$ cat src/rtl/pipe_pkg.sv
// Shared types and constants for the pipeline hazard controller.
// State encoding, register-zero index and ID/EX control field widths.
package pipe_pkg;

  typedef enum logic [1:0] {
    RUN     = 2'd0,
    LDSTALL = 2'd1,
    FREEZE  = 2'd2
  } hz_state_t;

  localparam logic [4:0] REG_ZERO = 5'd0;

  localparam int WB_W = 2;
  localparam int M_W  = 3;
  localparam int EX_W = 4;

  typedef struct packed {
    logic [WB_W-1:0] wb;
    logic [M_W-1:0]  m;
    logic [EX_W-1:0] ex;
  } idex_ctl_t;

  localparam idex_ctl_t CTL_BUBBLE = '0;

endpackage

$ cat src/rtl/pipe_hazard_ctl_sat_counter.sv
// Saturating up-counter used for the stall and flush statistics.
// Holds at all-ones instead of wrapping.
module sat_counter #(
  parameter int CNT_W = 16
) (
  input  logic             clk,
  input  logic             rst,
  input  logic             inc,
  output logic [CNT_W-1:0] cnt
);

  always_ff @(posedge clk) begin
    if (rst)
      cnt <= '0;
    else if (inc && (cnt != '1))
      cnt <= cnt + CNT_W'(1);
  end

endmodule

$ cat src/rtl/pipe_hazard_ctl.sv
// Hazard and stall controller for the 5-stage pipeline.
// Mealy enables from state and inputs; load-use, branch flush, mem freeze.
module pipe_hazard_ctl
  import pipe_pkg::*;
#(
  parameter int MEM_TIMEOUT = 64,
  parameter int CNT_W       = 16
) (
  input  logic             clk,
  input  logic             rst,
  input  logic             idex_memread,
  input  logic [4:0]       idex_rt,
  input  logic [4:0]       ifid_rs,
  input  logic [4:0]       ifid_rt,
  input  logic             ifid_uses_rt,
  input  logic             branch_taken,
  input  logic             mem_busy,
  output logic             pc_we,
  output logic             pc_sel_br,
  output logic             ifid_we,
  output logic             ifid_flush,
  output logic             idex_we,
  output logic             idex_bubble,
  output logic             exmem_we,
  output logic             exmem_flush,
  output logic             memwb_we,
  output logic             mem_err,
  output logic [CNT_W-1:0] stall_cnt,
  output logic [CNT_W-1:0] flush_cnt
);

  localparam int TW = $clog2(MEM_TIMEOUT + 1);
  localparam logic [TW-1:0] TMAX = TW'(MEM_TIMEOUT);

  hz_state_t state, state_n;
  logic lu, lu_act, flush_inc;
  logic [TW-1:0] tmo, tmo_n;

  assign lu = idex_memread
           && (idex_rt != REG_ZERO)
           && ((idex_rt == ifid_rs)
            || (ifid_uses_rt && (idex_rt == ifid_rt)));

  // The load already sits in EX/MEM during LDSTALL; forwarding covers it.
  assign lu_act = lu && (state != LDSTALL);

  always_ff @(posedge clk) begin
    if (rst)
      state <= RUN;
    else
      state <= state_n;
  end

  always_comb begin
    pc_we       = 1'b1;
    pc_sel_br   = 1'b0;
    ifid_we     = 1'b1;
    ifid_flush  = 1'b0;
    idex_we     = 1'b1;
    idex_bubble = 1'b0;
    exmem_we    = 1'b1;
    exmem_flush = 1'b0;
    memwb_we    = 1'b1;
    flush_inc   = 1'b0;
    state_n     = RUN;
    priority case (1'b1)
      rst: begin
        state_n = RUN;
      end
      mem_busy: begin
        pc_we    = 1'b0;
        ifid_we  = 1'b0;
        idex_we  = 1'b0;
        exmem_we = 1'b0;
        memwb_we = 1'b0;
        state_n  = FREEZE;
      end
      branch_taken: begin
        pc_sel_br   = 1'b1;
        ifid_flush  = 1'b1;
        idex_bubble = 1'b1;
        exmem_flush = 1'b1;
        flush_inc   = 1'b1;
      end
      lu_act: begin
        pc_we       = 1'b0;
        ifid_we     = 1'b0;
        idex_bubble = 1'b1;
        state_n     = LDSTALL;
      end
      default: begin
        state_n = RUN;
      end
    endcase
  end

  always_comb begin
    tmo_n = '0;
    if (mem_busy)
      tmo_n = (tmo == TMAX) ? tmo : tmo + TW'(1);
  end

  always_ff @(posedge clk) begin
    if (rst) begin
      tmo     <= '0;
      mem_err <= 1'b0;
    end else begin
      tmo     <= tmo_n;
      mem_err <= mem_err | (tmo_n == TMAX);
    end
  end

  sat_counter #(.CNT_W(CNT_W)) u_stall_cnt (
    .clk (clk),
    .rst (rst),
    .inc (~pc_we),
    .cnt (stall_cnt)
  );

  sat_counter #(.CNT_W(CNT_W)) u_flush_cnt (
    .clk (clk),
    .rst (rst),
    .inc (flush_inc),
    .cnt (flush_cnt)
  );

endmodule
$ cat config.mk
export PLATFORM = sky130hd
export DESIGN_NAME = pipe_hazard_ctl
export DESIGN_NICKNAME = d
export VERILOG_FILES = /design/src/rtl/pipe_pkg.sv /design/src/rtl/pipe_hazard_ctl_sat_counter.sv /design/src/rtl/pipe_hazard_ctl.sv
export SDC_FILE = /design/constraint.sdc
export NUM_CORES = 1
export LEC_CHECK = 0
export CAP_MARGIN = 20
export CORE_ASPECT_RATIO = 0.6
export CORE_MARGIN = 2
export CORE_UTILIZATION = 43
export CTS_CLUSTER_DIAMETER = 100
export DETAILED_ROUTE_END_ITERATION = 10
export GPL_ROUTABILITY_DRIVEN = 0
export PLACE_DENSITY = 0.77
export SYNTH_ARGS = -nofsm -noshare
export SYNTH_HDL_FRONTEND = slang
export SYNTH_SLANG_ARGS = --single-unit
$ cat constraint.sdc
create_clock -name clk -period 2.3 [get_ports clk]
set_input_delay 0.46 -clock clk [delete_from_list [all_inputs] [get_ports clk]]
set_output_delay 0.46 -clock clk [all_outputs]
set_load 0.02 [all_outputs]
# Word-level counts from Yosys, hierarchy flattened
# Cells that the tools add are included.
[totals]
ff_bits = 42
wordCells = 45
inputBits = 21
[classes]
bitwise_logic = 2
reduce_logical = 9
n_eq_ne = 7
n_addsub = 3
muxes = 18
[ops]
columns = ["cell", "count"]
rows = [
  ["$add A16 B1 Y16 const B", 2],
  ["$ne A16 B16 Y1 const B", 2],
  ["$mux W1", 15],
  ["$eq A7 B7 Y1 const B", 2],
  ["$mux W7", 2],
  ["$eq A5 B5 Y1", 2],
  ["$add A7 B1 Y7 const B", 1],
  ["$logic_and A1 B1 Y1", 6],
  ["$reduce_bool A5 Y1", 1],
  ["$reduce_or A3 Y1", 1],
  ["$mux W2", 1],
  ["$ne A2 B1 Y1 const B", 1],
  ["$logic_or A1 B1 Y1", 1],
  ["$not A1 Y1", 1],
  ["$or A1 B1 Y1", 1],
]

# Logic depth before layout (Yosys ltp)
# Gate-level depths: netlist (run 1).
[logic_depth]
ltp_word = 11
depth_mapped = 8

# Cells and area by module
# A second synthesis (run 1) with hierarchy kept.
[unflattened]
hier_cells = 275
area_unflattened_um2 = 2391.0
[by_module_without_submodules]
columns = ["mod", "cells_per_inst", "area_per_inst_um2", "n_inst"]
rows = [
  ["sat_counter", 99, 848.3, 2],
  ["pipe_hazard_ctl", 77, 694.4, 1],
]

# Worst setup path after synthesis (run 1)
# OpenSTA, ideal clock, no wires.
[synth_timing]
kind = "input -> output"
start = "in idex_rt[3]"
end = "out pc_we"
arrival_ps = 2118
required_time_ps = 1840
slack_ps = -278
cell_stages = 8
path_cell_list = "xor2_1 > nor4_1 > a32oi_1 > o31a_1 > buf_6 > clkbuf_1 > or2_2 > buf_4"
[synth_via]
elab_chain_cells = 9
word_cells_on_any_way = 12
[synth_lines]
columns = ["item", "line", "text"]
rows = [
  ["start: declaration", "pipe_hazard_ctl.sv:12", "input logic [4:0] idex_rt,"],
  ["$eq A5 B5 Y1", "pipe_hazard_ctl.sv:42", "|| (ifid_uses_rt && (idex_rt == ifid_rt)));"],
  ["$logic_and A1 B1 Y1", "pipe_hazard_ctl.sv:42", ""],
  ["$logic_or A1 B1 Y1", "pipe_hazard_ctl.sv:42", ""],
  ["$logic_and A1 B1 Y1 (*)", "pipe_hazard_ctl.sv:41", "&& ((idex_rt == ifid_rs)"],
  ["$logic_and A1 B1 Y1 (*)", "pipe_hazard_ctl.sv:45", "assign lu_act = lu && (state != LDSTALL);"],
  ["$mux W1 (*) (4 in a row)", "-", ""],
  ["end: declaration", "pipe_hazard_ctl.sv:18", "output logic pc_we,"],
]
# Every way passes the cells marked *; elsewhere a longest branch is shown, timed or not.

# Worst setup path in the final report (run 1)
[layout_timing]
start = "in ifid_rt[2]"
end = "out ifid_we"
[layout_via]
elab_chain_cells = 9
[layout_lines]
columns = ["item", "line", "text"]
rows = [
  ["start: declaration", "pipe_hazard_ctl.sv:14", "input logic [4:0] ifid_rt,"],
  ["$eq A5 B5 Y1", "pipe_hazard_ctl.sv:42", ""],
  ["$logic_and A1 B1 Y1", "pipe_hazard_ctl.sv:42", ""],
  ["$logic_or A1 B1 Y1", "pipe_hazard_ctl.sv:42", ""],
  ["$logic_and A1 B1 Y1", "pipe_hazard_ctl.sv:41", ""],
  ["$logic_and A1 B1 Y1", "pipe_hazard_ctl.sv:45", ""],
  ["$mux W1 (4 in a row)", "pipe_hazard_ctl.sv:66", "priority case (1'b1)"],
  ["end: declaration", "pipe_hazard_ctl.sv:20", "output logic ifid_we,"],
]
# No other way between the ends.

==> impl_metrics.ini, run 1 <==
[status]
outcome = finished, violations left
violations = setup timing

[clock_tree]
cts_buffer_depth = 2
htree_levels = 2
cts_buffers = 5
root_buffer = clkbuf_8
cts_tree = done
clk_pin_slew_ns = 0.08
insertion_delay_ns = 0.29
clock-sinks = 42
hold_buffers = 0

[critical_path]
start_kind = input port
r2r_slack_ns = 0.28
cp.arrival_ns = 1.90
worstSetupPathType = input port to output port
crit_required_ns = 1.84
worstPathMaxFanout = 4
end_kind = output port

[timing]
finalSetupTns_ns = -0.115
final-hold-violation-count = 0
fin_skew_ns = 0.00231
finalHoldWorstSlack_ns = 0.463
setup_viol = 2
max_slew_margin_pct = 60.1
grt_setup_unrepaired = yes
worst_slew_pin_slew_ns = 0.596
final_max_slew_viol_count = 0
fmax_mhz = 424
final.setup.worst_slack_ns = -0.0575
finalCriticalPeriod_ns = 2.36
fin_crit_sh_pct = 103

[layout]
final_common_cell = dfxtp_1
layout.cells.non_filler = 412
layout_common_cells = dfxtp_1 (42), clkdlybuf4s50_1 (38), nor2_1 (31)
drive_above_1_share_pct = 16.8
final-seq-area_um2 = 841
multiInputGateArea_um2 = 1280
n_antenna_cell = 0
num-fill-cells = 472
final_core_util_pct = 62.7
final_nets = 370
syn2layout_area_growth_pct = 41.0

[logic_synthesis]
syn-num-nets = 291
seq_area_frac_synth_pct = 37.6
avgSynthCellArea_um2 = 8.41
netlist_area_um2 = 2240
yosys_warnings = 0
yosys.cell_types.count = 40
ys_ff_latch = 42
postSynthCellCount = 266

[die]
die_y_um = 59.9
rows = 20
io-pin-count = 63
initial_core_util_pct = 44.5
die_x_um = 97.1
die_area_um2 = 5810
core_um2 = 5030

[detailed_routing]
firstDrtPassIters = 4
drc = 0
routed_wl_mm = 5.73
wire_per_inst_um = 13.9
num_vias = 2211
antenna_left = 0
via_per_inst = 5.37
initialDrtViolationCount = 136

[power]
power_mw = 1.40
p_per_area_nw_per_um2 = 445
leakagePower_nw = 1.20
ir_drop_mv = 0.334

[global_routing]
grt_pass1_vias = 2033
grt_start_max_net_pins = 26
antenna_found_initial = 0
overflow = 0
grtUsageTotal_pct = 20.3
grt_pass1_wl_mm = 9.54

[min_path]
worstHoldPathType = flip-flop to flip-flop

[placed_design]
hpwl_mm = 4.30
port_buffers = 62
dp.cells = 403

[run]
cap_violations = 0
cells by family (layout without fill, tap and decap cells):
logic type | Yosys count | after routing | synth area share [%]
compound gates | 42 | 42 | 13.9
xor+xnor | 28 | 28 | 11.0
fa+ha+maj | 4 | 4 | 2.24
buf+inv | 29 | 109 | 6.21
flops | 42 | 42 | 37.6
mux | 5 | 5 | 2.41
simple gates | 116 | 116 | 26.6
synth_stat cells, drive strengths merged:
cell,instances,area (µm²)
and4,3,26.3
buf,9,63.8
xor2,20,175
nand4,7,43.8
a41o,1,10.0
or3,5,31.3
nor3,8,40.0
nand2,17,63.8
a21oi,13,65.1
dfxtp,42,841
o41ai,3,45.1
ha,4,50.1
a311oi,1,8.76
mux2,3,33.8
o221ai,1,8.76
o31ai,6,45.0
and3,7,43.8
o311ai,4,35.0
nor2,31,116
or3b,1,8.76
xnor2,8,70.1
o31a,1,8.76
or2,3,18.8
o21ai,7,35.0
mux2i,2,20.0
a2111oi,2,25.0
a21boi,1,7.51
clkbuf,7,26.3
nand2b,1,6.26
inv,13,48.8
nand3,17,85.1
nor4,4,25.0
a32oi,1,8.76
nor2b,3,18.8
o2bb2ai,1,8.76
or4,9,67.6
layer usage:
layer	wire [µm]	up-vias	track usage [%]
met3	311	4	5.03
met4	29	0	4.83
li1	-	1112	-
met2	2460	63	31.3
met5	0	-	0
met1	2920	1032	29.0
area by class of cell:
| cell class | count | share of cell area (%) |
|---|---|---|
| Clock inverter | 1 | 0.159 |
| Sequential cell | 42 | 26.7 |
| Multi-Input combinational cell | 195 | 40.8 |
| Timing Repair Buffer | 88 | 25.5 |
| Inverter | 13 | 1.55 |
| Tap cell | 66 | 2.62 |
| Clock buffer | 7 | 2.74 |
power breakdown:
part	internal, mW	switching [mW]	total, mW
combinational	0.0879	0.0904	0.178
clock	0.242	0.244	0.486
sequential	0.732	0.00604	0.738
total	1.06	0.340	1.40
flip-flops by register name, indices dropped and copies added (netlist names):
name / count
mem_err: 1
u_flush_cnt.cnt: 16
tmo: 7
u_stall_cnt.cnt: 16
state: 2
repair_timing:
action / in CTS / in global routing
gates resized for setup: 67 / 6
pin swaps: 13 / 2
buffers inserted: 0 / 1
endpoints found under the setup margin: 24 / 13
metrics by stage:
| stage | instance area (µm²) | worst slack [ns] |
|---|---|---|
| after floorplan | 2250 | -0.153 |
| after global placement | 3050 | -0.926 |
| after detailed placement | 3050 | -0.947 |
| after CTS | 3130 | -0.106 |
| after global routing | 3150 | -0.119 |
| final | 3150 | -0.0575 |
critical path, cell delays in order:
cell     delay [ns]
buf_6          0.09
xor2_1         0.14
nor4_1         0.28
a32oi_1        0.16
o31a_1         0.35
or2_4          0.27
buf_6          0.13
worst paths after layout:
kind	from	end	cells past startpoint
min	mem_err$_SDFF_PP0_	mem_err$_SDFF_PP0_	1
min reg2reg	mem_err$_SDFF_PP0_	mem_err$_SDFF_PP0_	1
max reg2reg	u_stall_cnt.cnt[0]$_SDFFE_PP0P_	u_stall_cnt.cnt[2]$_SDFFE_PP0P_	7
max	ifid_rt[2]	ifid_we	7
Note: power is estimated with default switching activity, not from simulation.
==> run 2, diff against run 1 <==
Settings changed: ABC_CLOCK_PERIOD_IN_PS from default to 2300, CORE_MARGIN 2 to default.
==> run 2 against run 1 <==
Against the previous run: the flow still finishes with violations (setup timing); largest cell class unchanged; critical path type unchanged; final cell count increased by 3.2%; register-to-register slack lost 0.08 ns; critical endpoint is now pc_we; combinational power rose by 6%.
==> impl_metrics.ini, run 2 (synthesis gave the netlist of run 1 again) <==
[clock_tree]
clock-sinks = 42
cts_tree = done
cts_buffers = 5
clk_pin_slew_ns = 0.08
root_buffer = clkbuf_8
insertion_delay_ns = 0.29
cts_buffer_depth = 2
htree_levels = 2

[power]
leakagePower_nw = 1.29
ir_drop_mv = 0.239
p_per_area_nw_per_um2 = 460

[critical_path]
r2r_slack_ns = 0.20
r2r_cells = 9
r2r_end = u_stall_cnt.cnt[9]$_SDFFE_PP0P_
cp.arrival_ns = 1.93
end_kind = output port
worstPathMaxFanout = 2
worstSetupPathType = input port to output port
cp-endpoint = pc_we
start_kind = input port
crit_required_ns = 1.84
r2r_start = u_stall_cnt.cnt[0]$_SDFFE_PP0P_
startpoint = ifid_rt[2]

[placed_design]
dp.cells = 413
port_buffers = 62
hpwl_mm = 4.39

[die]
die_x_um = 95.1
initial_core_util_pct = 46.8
io-pin-count = 63
core_um2 = 4780
die_area_um2 = 5500
die_y_um = 57.9
rows = 19

[layout]
top_regs = u_flush_cnt.cnt x16, u_stall_cnt.cnt x16, tmo x7
final-seq-area_um2 = 841
multiInputGateArea_um2 = 1280
final_core_util_pct = 68.6
num-fill-cells = 393
drive_above_1_share_pct = 20.2
n_antenna_cell = 0
syn2layout_area_growth_pct = 46.6
layout.cells.non_filler = 425
final_nets = 386
layout_common_cells = dfxtp_1 (42), buf_4 (42), clkdlybuf4s50_1 (38)

[global_routing]
grt_pass1_vias = 2090
grtUsageTotal_pct = 22.7
antenna_found_initial = 0
grt_pass1_wl_mm = 9.72
overflow = 0
grt_start_max_net_pins = 29

[timing]
fin_crit_sh_pct = 104
fmax_mhz = 419
grt_setup_unrepaired = yes
fin_skew_ns = 0.00702
final-hold-violation-count = 0
final_max_slew_viol_count = 0
max_slew_margin_pct = 73.4
finalCriticalPeriod_ns = 2.39
worst_slew_pin_slew_ns = 0.396
setup_viol = 2
final.setup.worst_slack_ns = -0.0877

[detailed_routing]
initialDrtViolationCount = 90
met3WireLength_um = 481
firstDrtPassIters = 4
via_per_inst = 5.33
antenna_left = 0
drt-met1-wl_mm = 2.86
met2WireLength_mm = 2.62
routed_wl_mm = 6.00
maxUsedRoutingLayer = met4
drc = 0
num_vias = 2264
wire_per_inst_um = 14.1

[status]
outcome = finished, violations left
violations = setup timing

[run]
cap_violations = 0

[min_path]
worstHoldPathType = flip-flop to flip-flop
## run 2: worst min-delay path by stage
stage | startpoint | endpoint | cells past startpoint
floorplan | tmo[6]$_SDFF_PP0_ | tmo[6]$_SDFF_PP0_ | 2
global placement | mem_err$_SDFF_PP0_ | mem_err$_SDFF_PP0_ | 1
detailed placement | mem_err$_SDFF_PP0_ | mem_err$_SDFF_PP0_ | 1
CTS | mem_err$_SDFF_PP0_ | mem_err$_SDFF_PP0_ | 1
global route | mem_err$_SDFF_PP0_ | mem_err$_SDFF_PP0_ | 1
finish | mem_err$_SDFF_PP0_ | mem_err$_SDFF_PP0_ | 1
## run 2: stage by stage
step           setup TNS [ns]  power [mW]  cell area (µm²)  hold slack [ns]  setup WS (ns)
2_1_floorplan          -0.166       0.844             2250            0.507         -0.153
3_3_place_gp           -10.74       0.941             3150            0.452         -0.856
3_5_place_dp           -12.77       0.944             3150            0.449         -0.947
4_1_cts                -0.189        1.51             3240            0.478        -0.0946
5_1_grt                -0.308        1.57             3280            0.498         -0.128
6_report               -0.175        1.51             3280            0.474        -0.0877
## run 2: cell type report
| cell class | count | area share (%) |
|---|---|---|
| multi-input cells | 195 | 39.1 |
| well taps | 63 | 2.41 |
| repair buffers | 104 | 28.0 |
| clock inverters | 3 | 1.22 |
| inverters | 13 | 1.49 |
| clock buffers | 5 | 2.10 |
| flip-flops and latches | 42 | 25.7 |
## run 2: timing repair
action | 4_1_cts | 5_1_grt
setup buffers | 1 | 4
resized for setup | 72 | 2
setup endpoints to repair | 25 | 10
pin swaps | 11 | 1
hold buffers | 0 | 0
gates cloned | 0 | 0
## run 2: where the power goes
part	internal [mW]	switching (mW)	total [mW]
combinational	0.0962	0.0927	0.189
sequential	0.732	0.00633	0.739
clock	0.320	0.259	0.579
total	1.15	0.358	1.51
## run 2: critical path: stages
cell and delay (ns):
buf_6 0.09, xor2_1 0.14, nor4_1 0.31, a32oi_1 0.18
o31a_1 0.34, or2_4 0.26, buf_6 0.13
## run 2: layer usage
layer / up-vias / GRT usage [%]
li1: 1140 / -
met3: 5 / 6.17
met1: 1049 / 30.6
met2: 70 / 36.3
met5: - / 0
met4: 0 / 5.63
